$ cat src/rtl/instr_sequencer.sv
// Instruction sequencer: buffers the program byte stream in a small FIFO and
// keeps the instruction register and step counter that the decoder follows.
module instr_sequencer (
    input  logic       clk,
    input  logic       reset_n,
    input  logic       in_valid,
    input  logic [7:0] in_data,
    output logic       in_ready,
    input  logic       rIR_enable,
    input  logic       counter_clear,
    input  logic       done,
    input  logic       data_in_select,
    output logic [7:0] rIR_data,
    output logic [1:0] counter,
    output logic [7:0] data_in,
    output logic       stall,
    output logic       illegal,
    output logic [7:0] instr_count
);

    logic [7:0] mem_q [4];
    logic [7:0] mem_d [4];
    logic [1:0] wr_ptr_q, wr_ptr_d;
    logic [1:0] rd_ptr_q, rd_ptr_d;
    logic [2:0] count_q, count_d;
    logic [7:0] ir_q, ir_d;
    logic [1:0] counter_q, counter_d;
    logic       illegal_q, illegal_d;
    logic [7:0] instr_count_q, instr_count_d;

    logic       fifo_empty;
    logic       fifo_full;
    logic       push;
    logic       pop;
    logic       fetch;
    logic       imm;
    logic       recover;
    logic [7:0] head;

    assign fifo_empty  = (count_q == 3'd0);
    assign fifo_full   = (count_q == 3'd4);
    assign in_ready    = !fifo_full;
    assign push        = in_valid & in_ready;
    assign head        = mem_q[rd_ptr_q];
    assign data_in     = fifo_empty ? 8'h00 : head;
    assign stall       = data_in_select & fifo_empty;
    assign fetch       = rIR_enable & counter_clear & !stall;
    assign imm         = data_in_select & !fifo_empty;
    // Fetch wins over an immediate request so a byte is never popped twice.
    assign pop         = fetch ? !fifo_empty : imm;
    assign recover     = !stall && !counter_clear && (counter_q == 2'd3);

    assign rIR_data    = ir_q;
    assign counter     = counter_q;
    assign illegal     = illegal_q;
    assign instr_count = instr_count_q;

    always_comb begin
        mem_d    = mem_q;
        wr_ptr_d = wr_ptr_q;
        rd_ptr_d = rd_ptr_q;
        count_d  = count_q;
        if (push) begin
            mem_d[wr_ptr_q] = in_data;
            wr_ptr_d        = wr_ptr_q + 2'd1;
        end
        if (pop) begin
            rd_ptr_d = rd_ptr_q + 2'd1;
        end
        case ({push, pop})
            2'b10:   count_d = count_q + 3'd1;
            2'b01:   count_d = count_q - 3'd1;
            default: count_d = count_q;
        endcase
    end

    always_comb begin
        ir_d          = ir_q;
        counter_d     = counter_q;
        illegal_d     = 1'b0;
        instr_count_d = instr_count_q;
        if (fetch) begin
            ir_d = fifo_empty ? 8'h00 : head;
        end else if (recover) begin
            ir_d = 8'h00;
        end
        if (stall) begin
            counter_d = counter_q;
        end else if (counter_clear) begin
            counter_d = 2'd0;
        end else if (counter_q == 2'd3) begin
            counter_d = 2'd0;
            illegal_d = 1'b1;
        end else begin
            counter_d = counter_q + 2'd1;
        end
        if (done && !stall && (instr_count_q != 8'hFF)) begin
            instr_count_d = instr_count_q + 8'd1;
        end
    end

    always_ff @(posedge clk or negedge reset_n) begin
        if (!reset_n) begin
            for (int i = 0; i < 4; i++) mem_q[i] <= 8'h00;
            wr_ptr_q      <= 2'd0;
            rd_ptr_q      <= 2'd0;
            count_q       <= 3'd0;
            ir_q          <= 8'h00;
            counter_q     <= 2'd0;
            illegal_q     <= 1'b0;
            instr_count_q <= 8'h00;
        end else begin
            mem_q         <= mem_d;
            wr_ptr_q      <= wr_ptr_d;
            rd_ptr_q      <= rd_ptr_d;
            count_q       <= count_d;
            ir_q          <= ir_d;
            counter_q     <= counter_d;
            illegal_q     <= illegal_d;
            instr_count_q <= instr_count_d;
        end
    end

endmodule

$ cat config.mk
export PLATFORM = sky130hd
export DESIGN_NAME = instr_sequencer
export DESIGN_NICKNAME = d
export VERILOG_FILES = /design/src/rtl/instr_sequencer.sv
export SDC_FILE = /design/constraint.sdc
export NUM_CORES = 1
export LEC_CHECK = 0
export ABC_AREA = 1
export CORE_AREA = 2 2 101 103
export CTS_BUF_LIST = sky130_fd_sc_hd__clkbuf_16
export DETAILED_ROUTE_END_ITERATION = 8
export DIE_AREA = 0 0 103 105
export PLACE_DENSITY = 0.57
export SYNTH_ARGS = -nofsm -noshare
export SYNTH_HDL_FRONTEND = slang
export SYNTH_SLANG_ARGS = --single-unit
$ cat constraint.sdc
create_clock -name clk -period 4.6 [get_ports clk]
set_input_delay 0.92 -clock clk [delete_from_list [all_inputs] [get_ports clk]]
set_output_delay 0.92 -clock clk [all_outputs]
set_load 0.01 [all_outputs]
### Yosys cells after proc, flatten, opt, wreduce, memory -nomap -nowiden

Cells that the tools add are included.

* output and inout bits: 29
* input port bits: 15
* logic and storage cells: 60
* register bits after elaboration: 58

* add/sub/neg operators: 6
* muxes and demuxes: 16
* bitwise logic cells: 7
* reductions and logical operators: 12
* $lt $le $gt $ge: 3
* equality and inequality tests: 5

Operators by type and width (count)
* 2-to-1 mux 8 bit: 6
* bitwise mux 32 bit: 1
* binary-select mux 8 bit (select 2 bit): 1
* demux 8 bit (select 2 bit): 1
* adder 8 x 1 -> 8 bit (second input constant): 1
* inequality test 8 bit (second input constant): 1
* adder 2 x 1 -> 2 bit (second input constant): 3
* greater-or-equal comparator 3 bit (second input constant): 2
* NOT 2 -> 3 bit: 2
* case mux 3 bit (2 select lines): 1
* bitwise AND 1 bit: 5
* logical AND 1 bit: 5
* == test 2 bit (second input constant): 2
* logical NOT 1 bit: 4
* 2-to-1 mux 1 bit: 4
* 2-to-1 mux 2 bit: 2
* nonzero test 2 bit: 2
* adder 3 x 1 -> 3 bit (second input constant): 1
* == test 3 bit (second input constant): 1
* logical NOT 3 bit: 1
* < comparator 3 x 1 -> 1 bit (second input constant): 1
* subtractor 3 x 1 -> 3 bit (second input constant): 1
* == test 2 x 1 -> 1 bit (second input constant): 1

### Longest topological paths before layout

Gate-level depths: netlist (run 1).

* depth in word-level cells: 7
* depth in mapped cells: 10
* mapped depth without buffers: 10

### Worst setup path before layout (run 1)

Ideal clock, no wire load.

* path type: input to register
* from: input port counter_clear
* to: register count_q[1]
* arrival: 2.233 ns
* required time: 4.517 ns
* setup time: 0.083 ns
* setup slack: 2.284 ns
* stages: 8
* buffers on the path: 0
* cell sequence: nand2_1 > clkinv_1 > o21ai_2 > inv_1 > ha_1 > inv_1 > fa_1 > o21ai_0

* word-level cells in the longest chain between the ends: 5
* elaborated cells on any way between the ends: 7
* those cells by class: 2 x eq/ne; 2 x mux; 2 x bitwise; 1 x reduce/logical

Ends and longest elaborated chain
* from (decl): RTL line 10 `input logic counter_clear,`
* bitwise AND 1 bit * (2 in series): RTL line 47 `assign fetch = rIR_enable & counter_clear & !stall;`
* 2-to-1 mux 1 bit *: RTL line 50 `assign pop = fetch ? !fifo_empty : imm;`
* == test 2 x 1 -> 1 bit / == test 2 bit (equally long branches): RTL line 70 `case ({push, pop})`
* case mux 3 bit (2 select lines) / nonzero test 2 bit (equally long branches)
* to (signal assigned): RTL line 116 `count_q <= count_d;`
* to (decl): RTL line 25 `logic [2:0] count_q, count_d;`

Mark *: on every way between the ends. The rest lies on a longest branch, timed or not.
A chain may end at the register's enable or synchronous reset.

### Worst setup path after layout (run 1)

* from: register rd_ptr_q[0]
* to: output port data_in[1]

* word-level cells in the longest chain between the ends: 5

Ends and longest elaborated chain
* from (decl): RTL line 24 `logic [1:0] rd_ptr_q, rd_ptr_d;`
* from (signal assigned): RTL line 115 `rd_ptr_q <= rd_ptr_d;`
* NOT 2 -> 3 bit (not written as such): RTL line 44 `assign head = mem_q[rd_ptr_q];`
* binary-select mux 8 bit (select 2 bit): RTL line 44
* 2-to-1 mux 8 bit (not written as such) (2 in series): RTL line 44
* 2-to-1 mux 8 bit: RTL line 45 `assign data_in = fifo_empty ? 8'h00 : head;`
* to (decl): RTL line 15 `output logic [7:0] data_in,`

No other way between the ends. The select of a mux whose other input is x is not followed.

==> metrics.csv, run 1 <==
metric,value,unit
path_clk_slew,50,ps
die_y,105,um
grtUsageTotal,0.1387,
synthFlopType,dfrtp_1,
cp_slowest_stage_delay,780,ps
powerDensity,718.8,nW/um2
area_delta_synth_final,23.67,%
layout.nets,441,
ant_nets,0,
required,3680,ps
die_x,103,um
design.core.area,9639,um2
firstDrtPassIters,4,
grt_pass1_wl,11630,um
holdBufCountCts,0,
tns,0,ps
synth_most_common_cell,nand2_1,
arrival,2420,ps
synth_top_area_share,0.4583,
syn-instance-count,371,
period_minus_slack,3336,ps
timing.hold.ws,483.7,ps
crit_type,reg -> out,
worstMarginPinSlew,687.4,ps
diodes,0,
setup_viol,0,
p_total,2.815,mW
num_vias,2453,
synth_nets,394,
cts_tree,yes,
cts-resized-gates,0,
wl_per_cell,12.34,um
ys_top_cells_by_area,"dfrtp_1 (46%), nand2_1 (15%), o21ai_2 (9.4%)",
critPathLaunchType,flip-flop,
grt_pass1_vias,2332,
final_layout_size_suffix_gt1_frac,0.1469,
min_path_type,reg -> reg,
critPathTopFamily,buffers and inverters,
crit_path_end_kind,output port,
drc,0,
p_leak,1.962,nW
grt.overflow.total,0,
dieArea,10820,um2
ys_seq_elements,58,
fp-row-count,36,
cap_violations,0,
synth-edff-count,0,
fmax,0.2998,GHz
status,"finished, final reports clean",
synthesis.area,3167,um2
relSlewSlack,0.5417,
vias_per_cell,4.420,
clk_path_buf_depth,2,
cp_slowest_cell,dfrtp_1,
gp_congestion,0.7770,
drt_wl_total,6847,um
yosysUniqueCellTypes,24,
ioPinCount,44,
start_util,0.3285,
async_flop_share,1.000,
insertion_delay,320,ps
dpl.hpwl,4867,um
cts.sinks,58,
path_cells,inv_2 > nand2_1 > nand3_1 > a21oi_1 > clkdlybuf4s50_1,
grt_max_degree,32,
fin_skew,8.248,ps
antenna_found_initial,0,
slew_violations,0,
portBuffers,43,
cts_buffers,9,
ir_drop,0.2218,mV
finalCritPeriodShare,0.7252,
root_buffer,clkbuf_16,
dr.first_iter.drc_count,96,
hold_violations,0,
post_cts_buffers,0,
synth.top_cells.by_count,"nand2_1 (128), dfrtp_1 (58), inv_1 (56), o21ai_2 (34), nand3_1 (31)",
worstPathMaxFanout,18,
yosys_warnings,0,
synth.largest_area_cell,dfrtp_1,
syn_area_per_cell,8.536,um2
htree_num_levels,3,
rsz0062_at_grt,no,
crit_buf_inv,2,
ys_seq_area_frac,0.4583,
-- metrics by stage --
step | std cells | setup WS (ps) | utilization | cell area, um2
finish | 555 | 1264 | 0.4063 | 3916
floorplan | 371 | 2284 | - | 3167
global placement | 540 | 1422 | 0.3801 | 3664
CTS | 555 | 1227 | 0.4063 | 3916
global route | 555 | 1089 | 0.4063 | 3916
detailed placement | 540 | 1391 | 0.3801 | 3664
-- worst reg2reg max path, stage by stage, from the launching register on --
cell	delay, ps
dfrtp_1	380
inv_1	120
nand2_2	210
o21ai_2	110
inv_1	90
ha_1	140
inv_1	70
fa_1	380
a21oi_1	140
o21ai_0	120
xor2_1	160
-- path summary, 6_finish.rpt --
| kind | from | endpoint | slack, ps | depth (start not counted) |
|---|---|---|---|---|
| setup / recovery | rd_ptr_q[0] | data_in[1] | 1260 | 5 |
| hold / removal | rIR_data[7] | rIR_data[7] | 480 | 2 |
| setup reg to reg | count_q[2] | count_q[2] | 2580 | 10 |
| hold reg to reg | rIR_data[7] | rIR_data[7] | 480 | 2 |
| max in group asynchronous | reset_n | mem_q[15] | 3120 | 2 |
| min in group asynchronous | reset_n | mem_q[27] | 630 | 1 |
-- state kept, by name, summed over array words and instances, names as in the netlist --
signal and cells:
count_q 3, wr_ptr_q 2, illegal 1, counter 2, rd_ptr_q 2, rIR_data 8, mem_q 32, instr_count 8
-- where the power goes --
| group | internal (mW) | switching, mW | total [mW] |
|---|---|---|---|
| clock network | 0.352 | 0.211 | 0.563 |
| logic | 0.597 | 0.754 | 1.35 |
| registers | 0.743 | 0.158 | 0.901 |
-- final cells by class --
type / instances / area, um2
fillers: 998 / 5723
flip-flops and latches: 58 / 1451
multi-input cells: 246 / 1391
repair buffers: 44 / 432.9
clock buffers: 9 / 225.2
inverters: 59 / 221.5
well taps: 133 / 166.4
clock inverters: 6 / 27.53
-- cell families after synthesis --
logic type | count (synthesis) | share of synthesized area
simple gates | 182 | 0.2683
buf+inv | 67 | 0.1023
flops | 58 | 0.4583
compound gates | 49 | 0.1177
fa+ha+maj | 8 | 0.03398
xor+xnor | 7 | 0.01936
-- cells in the final DEF, fill, tap and decap left out, types with 2 or more instances in the layout --
| cell | instances |
|---|---|
| o21ai_0 | 5 |
| ha_1 | 7 |
| xor2_1 | 5 |
| nand2_1 | 128 |
| inv_1 | 58 |
| clkinv_2 | 4 |
| clkbuf_16 | 9 |
| xnor2_1 | 2 |
| a21oi_1 | 10 |
| dfrtp_1 | 58 |
| nor2_1 | 8 |
| clkdlybuf4s50_1 | 42 |
| o21ai_2 | 34 |
| clkinv_1 | 2 |
| nor2_8 | 4 |
| nand3_1 | 31 |
| nand2_2 | 4 |
| nand4_1 | 3 |
-- routing by layer --
| layer | GRT usage | up-vias | routed length (um) |
|---|---|---|---|
| li1 | - | 1245 | - |
| met1 | 0.1867 | 1161 | 3111 |
| met2 | 0.2203 | 41 | 3454 |
| met3 | 0.02140 | 6 | 216 |
| met4 | 0.05639 | 0 | 65 |
| met5 | 0 | - | 0 |
Note: power is estimated with default switching activity, not from simulation.
==> run 2, diff against run 1 <==
- clock period: 4.6 -> 3.18 ns (I/O delays scaled with it)
==> run 2 against run 1 <==
Against the previous run: non-clock buffer count is 4 higher; worst hold slack lost 52 ps; register-to-register slack worse by 1400 ps; global-route usage up 1.1 points; via count increased by 1.8%; critical path depth unchanged; sequential share of layout area fell by 0.27 points; sequential cell count did not move; wire length rose by 4.5%.
==> metrics.csv, run 2 (synthesized netlist as in run 1, its figures left out) <==
metric,value,unit,change
firstDrtPassIters,4,,unchanged
crit_buf_inv,3,,+1
ant_nets,0,,unchanged
path_common_cell,inv_1,,
final_layout_size_suffix_gt1_frac,0.1526,,+0.005663
insertion_delay,320,ps,about the same
portBuffers,43,,unchanged
required,2540,ps,-1140 ps
gp_congestion,0.8112,,+4.4%
cts_buffers,9,,unchanged
fillers,997,,-0.10%
critPathTopFamily,buffers and inverters,,
powerDensity,1046,nW/um2,+45%
drc,0,,unchanged
worstMarginPinSlew,859.2,ps,+171.8 ps
wl_per_cell,12.81,um,+3.8%
relSlewSlack,0.4272,,-0.1146
seqCellArea,1451,um2,unchanged
fp-row-count,36,,unchanged
cts.sinks,58,,unchanged
mostFrequentLayoutCells,"nand2_1 (128), dfrtp_1 (58), inv_1 (57)",,
grt_pass1_wl,12560,um,+8.0%
finalCritPeriodShare,0.8492,,
cap_violations,0,,unchanged
cp_slowest_stage_delay,570,ps,-210 ps
antenna_found_initial,0,,unchanged
holdBufCountCts,0,,unchanged
tns,0,ps,unchanged
layout_commonest_cell,nand2_1,,
reg2reg_slack,1170,ps,-1410 ps
p_leak,1.976,nW,+0.69%
largest_register,mem_q,,
grt.overflow.total,0,,unchanged
crit_path_end_kind,output port,,
status,"finished, final reports clean",,
dr.first_iter.drc_count,87,,-9.4%
grtUsageTotal,0.1495,,+0.01089
arrival,2060,ps,-360 ps
cts_tree,yes,,
htree_num_levels,3,,unchanged
area_delta_synth_final,24.58,%,
path_clk_slew,50,ps,about the same
slew_violations,0,,unchanged
root_buffer,clkbuf_16,,
clk_path_buf_depth,2,,unchanged
fmax,0.3703,GHz,
timing.hold.ws,431.6,ps,-52.03 ps
die_x,103,um,unchanged
setup_viol,0,,unchanged
cp_slowest_cell,clkdlybuf4s50_1,,
dieArea,10820,um2,unchanged
crit_type,reg -> out,,
cts-resized-gates,0,,unchanged
vias_per_cell,4.465,,+1.0%
fin_skew,5.883,ps,-2.365 ps
diodes,0,,unchanged
num_vias,2496,,+1.8%
ioPinCount,44,,unchanged
ir_drop,0.3046,mV,+37%
period_minus_slack,2701,ps,
grt_pass1_vias,2606,,+12%
grt_max_degree,37,,+16%
worstPathMaxFanout,10,,-8
die_y,105,um,unchanged
min_path_type,in -> async,,
largest_reg_flops,32,,unchanged
start_util,0.3285,,unchanged
hold_violations,0,,unchanged
post_cts_buffers,0,,unchanged
layout.nets,445,,+0.91%
dpl.hpwl,5000,um,+2.7%
drt_wl_total,7158,um,+4.5%
critPathLaunchType,flip-flop,,
design.core.area,9639,um2,unchanged
rsz0062_at_grt,no,,
path_cells,inv_1 > nand2_2 > inv_1 > a21oi_1 > clkdlybuf4s50_1,,
multi_input_area,1391,um2,unchanged
## run 2: cell types whose count changed in the layout (fill, tap and decap cells not counted), sizes merged
cell / previous run / this run
buf: 2 / 6
clkinv: 6 / 7
inv: 59 / 58
## run 2: final cells by class
cell class	count	area share
repair buffers	48	0.1173
flip-flops and latches	58	0.3679
inverters	59	0.05614
multi-input cells	246	0.3527
clock inverters	6	0.006660
well taps	133	0.04218
clock buffers	9	0.05709
## run 2: through the flow
step           instance area (um2)  setup WS (ps)  utilization  power [mW]  instances
2_1_floorplan                 3167           1148            -       2.623        371
3_3_place_gp                  3694          555.6       0.3832       3.294        544
5_1_grt                       3945          378.7       0.4093       4.485        559
6_report                      3945          479.4       0.4093       4.125        559
3_5_place_dp                  3694          553.2       0.3832       3.341        544
4_1_cts                       3945          459.1       0.4093       4.185        559
## run 2: worst reg2reg max path, delay by kind of cell (launching register included)
family          cells  cell delay, ps
xor+xnor            1             150
flops               1             380
fa+ha+maj           2             520
compound gates      3             350
simple gates        1             210
buf+inv             3             270
## run 2: power by group
| group | total [mW] | internal [mW] | switching (mW) |
|---|---|---|---|
| registers | 1.25 | 1.08 | 0.170 |
| logic | 2.05 | 0.884 | 1.17 |
| clock network | 0.824 | 0.508 | 0.316 |
| total | 4.13 | 2.47 | 1.66 |
## run 2: layer usage
layer | routed length (um) | share of wire | up-vias | GRT usage
met3 | 218 | 0.030 | 16 | 0.02609
met2 | 3512 | 0.49 | 39 | 0.2430
met1 | 3219 | 0.45 | 1184 | 0.1880
li1 | - | - | 1257 | -
met5 | 0 | 0 | - | 0
met4 | 208 | 0.029 | 0 | 0.07519
## run 2: path summary, 6_finish.rpt
path	to	start	cells after the start
worst max-delay path	data_in[1]	count_q[2]	5
min in group clk	rIR_data[7]	rIR_data[7]	2
worst min-delay path	mem_q[24]	reset_n	1
worst max register to register	count_q[2]	count_q[2]	10
worst min register to register	rIR_data[7]	rIR_data[7]	2
max in group asynchronous	rIR_data[4]	reset_n	2
==> run 3, diff against run 2 <==
- clock period: 3.18 -> 2.7 ns (I/O delays scaled with it)
==> run 3 against run 2 <==
Against the previous run: wire length decreased by 0.98%; combinational power increased by 19%; via count decreased by 0.12%; register-to-register slack got worse by 500 ps; clock skew decreased by 2.1 ps; sequential share of layout area decreased by 0.87 points; worst hold slack got worse by 200 ps; clock power increased by 46%; die area unchanged; largest power group unchanged.
==> metrics.csv, run 3 (synthesized netlist as in run 1, its figures left out) <==
metric,value,unit,change
largest_reg_flops,32,,unchanged
antenna_found_initial,0,,unchanged
grt_pass1_wl,12450,um,-0.83%
dp.cells,546,,+0.37%
cts_buffers,9,,unchanged
fmax,0.4095,GHz,
rsz0062_at_grt,no,,
dieArea,10820,um2,unchanged
p_leak,2.010,nW,+1.7%
grtUsageTotal,0.1483,,-0.001251
cts.sinks,58,,unchanged
holdBufCountCts,0,,unchanged
worstMarginPinSlew,615.7,ps,-243.6 ps
ant_nets,0,,unchanged
postLayoutSetupSlackWorst,257.9,ps,-221.6 ps
final_util,0.4191,,+0.009865
stdcell_count,562,,+0.54%
cap_violations,0,,unchanged
die_y,105,um,unchanged
finalCritPeriodShare,0.9045,,
grt_max_degree,35,,-5.4%
diodes,0,,unchanged
drt_wl_total,7088,um,-0.98%
place_ws,234.6,ps,-318.6 ps
path_clk_slew,50,ps,about the same
timing.hold.ws,226.7,ps,-204.9 ps
fin_skew,3.763,ps,-2.119 ps
layout_commonest_cell,nand2_1,,
die_x,103,um,unchanged
reg2reg_to,count_q[2],,
path_cells,clkdlybuf4s50_1 > nand3_4 > inv_1 > clkdlybuf4s50_1,,
cts-resized-gates,0,,unchanged
powerDensity,1268,nW/um2,+21%
cp_slowest_stage_delay,570,ps,about the same
largest_register,mem_q,,
reg2reg_from,count_q[2],,
fillers,1003,,+0.60%
insertion_delay,320,ps,about the same
root_buffer,clkbuf_16,,
wl_per_cell,12.61,um,-1.5%
worst_r2r_path_depth,11,,+1
design.core.area,9639,um2,unchanged
status,"finished, final reports clean",,
tns,0,ps,unchanged
clk_path_buf_depth,2,,unchanged
path_common_cell,clkdlybuf4s50_1,,
grt_pass1_vias,2573,,-1.3%
dpl.hpwl,4962,um,-0.75%
worstPathMaxFanout,10,,unchanged
ir_drop,0.4232,mV,+39%
arrival,1900,ps,-160 ps
htree_num_levels,3,,unchanged
slew_violations,0,,unchanged
vias_per_cell,4.436,,-0.65%
min_path_type,in -> async,,
crit_path_end_kind,output port,,
relSlewSlack,0.5895,,+0.1624
start_util,0.3285,,unchanged
ioPinCount,44,,unchanged
setup_viol,0,,unchanged
grt.overflow.total,0,,unchanged
layout.nets,447,,+0.45%
area_delta_synth_final,27.58,%,
final_layout_size_suffix_gt1_frac,0.1655,,+0.01292
cts_tree,yes,,
portBuffers,43,,unchanged
num_vias,2493,,-0.12%
fp-row-count,36,,unchanged
drc,0,,unchanged
firstDrtPassIters,4,,unchanged
dr.first_iter.drc_count,104,,+20%
hold_violations,0,,unchanged
crit_type,in -> out,,
period_minus_slack,2442,ps,
reg2reg_slack,670,ps,-500 ps
mostFrequentLayoutCells,"nand2_1 (128), dfrtp_1 (58), inv_1 (56)",,
cp_slowest_cell,clkdlybuf4s50_1,,
required,2160,ps,-380 ps
post_cts_buffers,0,,unchanged
gp_congestion,0.8091,,-0.26%
critPathLaunchType,input pin,,
==> run 3: how the worst max path moves through the flow <==
| stage | cells past startpoint | endpoint | slack, ps | from |
|---|---|---|---|---|
| floorplan | 8 | count_q[1] | 760 | counter_clear |
| global placement | 11 | count_q[2] | 250 | counter_clear |
| detailed placement | 11 | count_q[2] | 230 | counter_clear |
| CTS | 5 | data_in[1] | 230 | count_q[1] |
| global route | 5 | data_in[6] | 130 | rd_ptr_q[0] |
| finish | 4 | stall | 260 | data_in_select |
==> run 3: layout make-up <==
class	instances	area, um2	share of cell area
clock buffers	9	225.2	0.05574
clock inverters	7	93.84	0.02323
inverters	59	221.5	0.05482
multi-input cells	246	1391	0.3444
flip-flops and latches	58	1451	0.3592
well taps	133	166.4	0.04119
repair buffers	50	490.5	0.1214
==> run 3: per-layer routing <==
| layer | vias to the layer above | wire, um | track usage |
|---|---|---|---|
| met1 | 1195 | 3211 | 0.1893 |
| met4 | 0 | 148 | 0.06109 |
| met2 | 26 | 3546 | 0.2444 |
| li1 | 1262 | - | - |
| met3 | 10 | 182 | 0.02609 |
| met5 | - | 0 | 0 |
==> run 3: power by group <==
| group | internal, mW | switching [mW] |
|---|---|---|
| logic | 1.07 | 1.37 |
| clock network | 0.804 | 0.399 |
| registers | 1.27 | 0.210 |
==> run 3: critical path: cells and delay by family <==
family / cells / cell delay, ps
AND/OR/NAND/NOR: 1 / 160
buffers and inverters: 3 / 1200
==> run 3: metrics by stage <==
step           cell area [um2]  total power [mW]
5_1_grt                   4040             5.560
4_1_cts                   4040             5.198
2_1_floorplan             3167             3.089
3_5_place_dp              3721             3.968
6_report                  4040             5.123
3_3_place_gp              3721             3.917
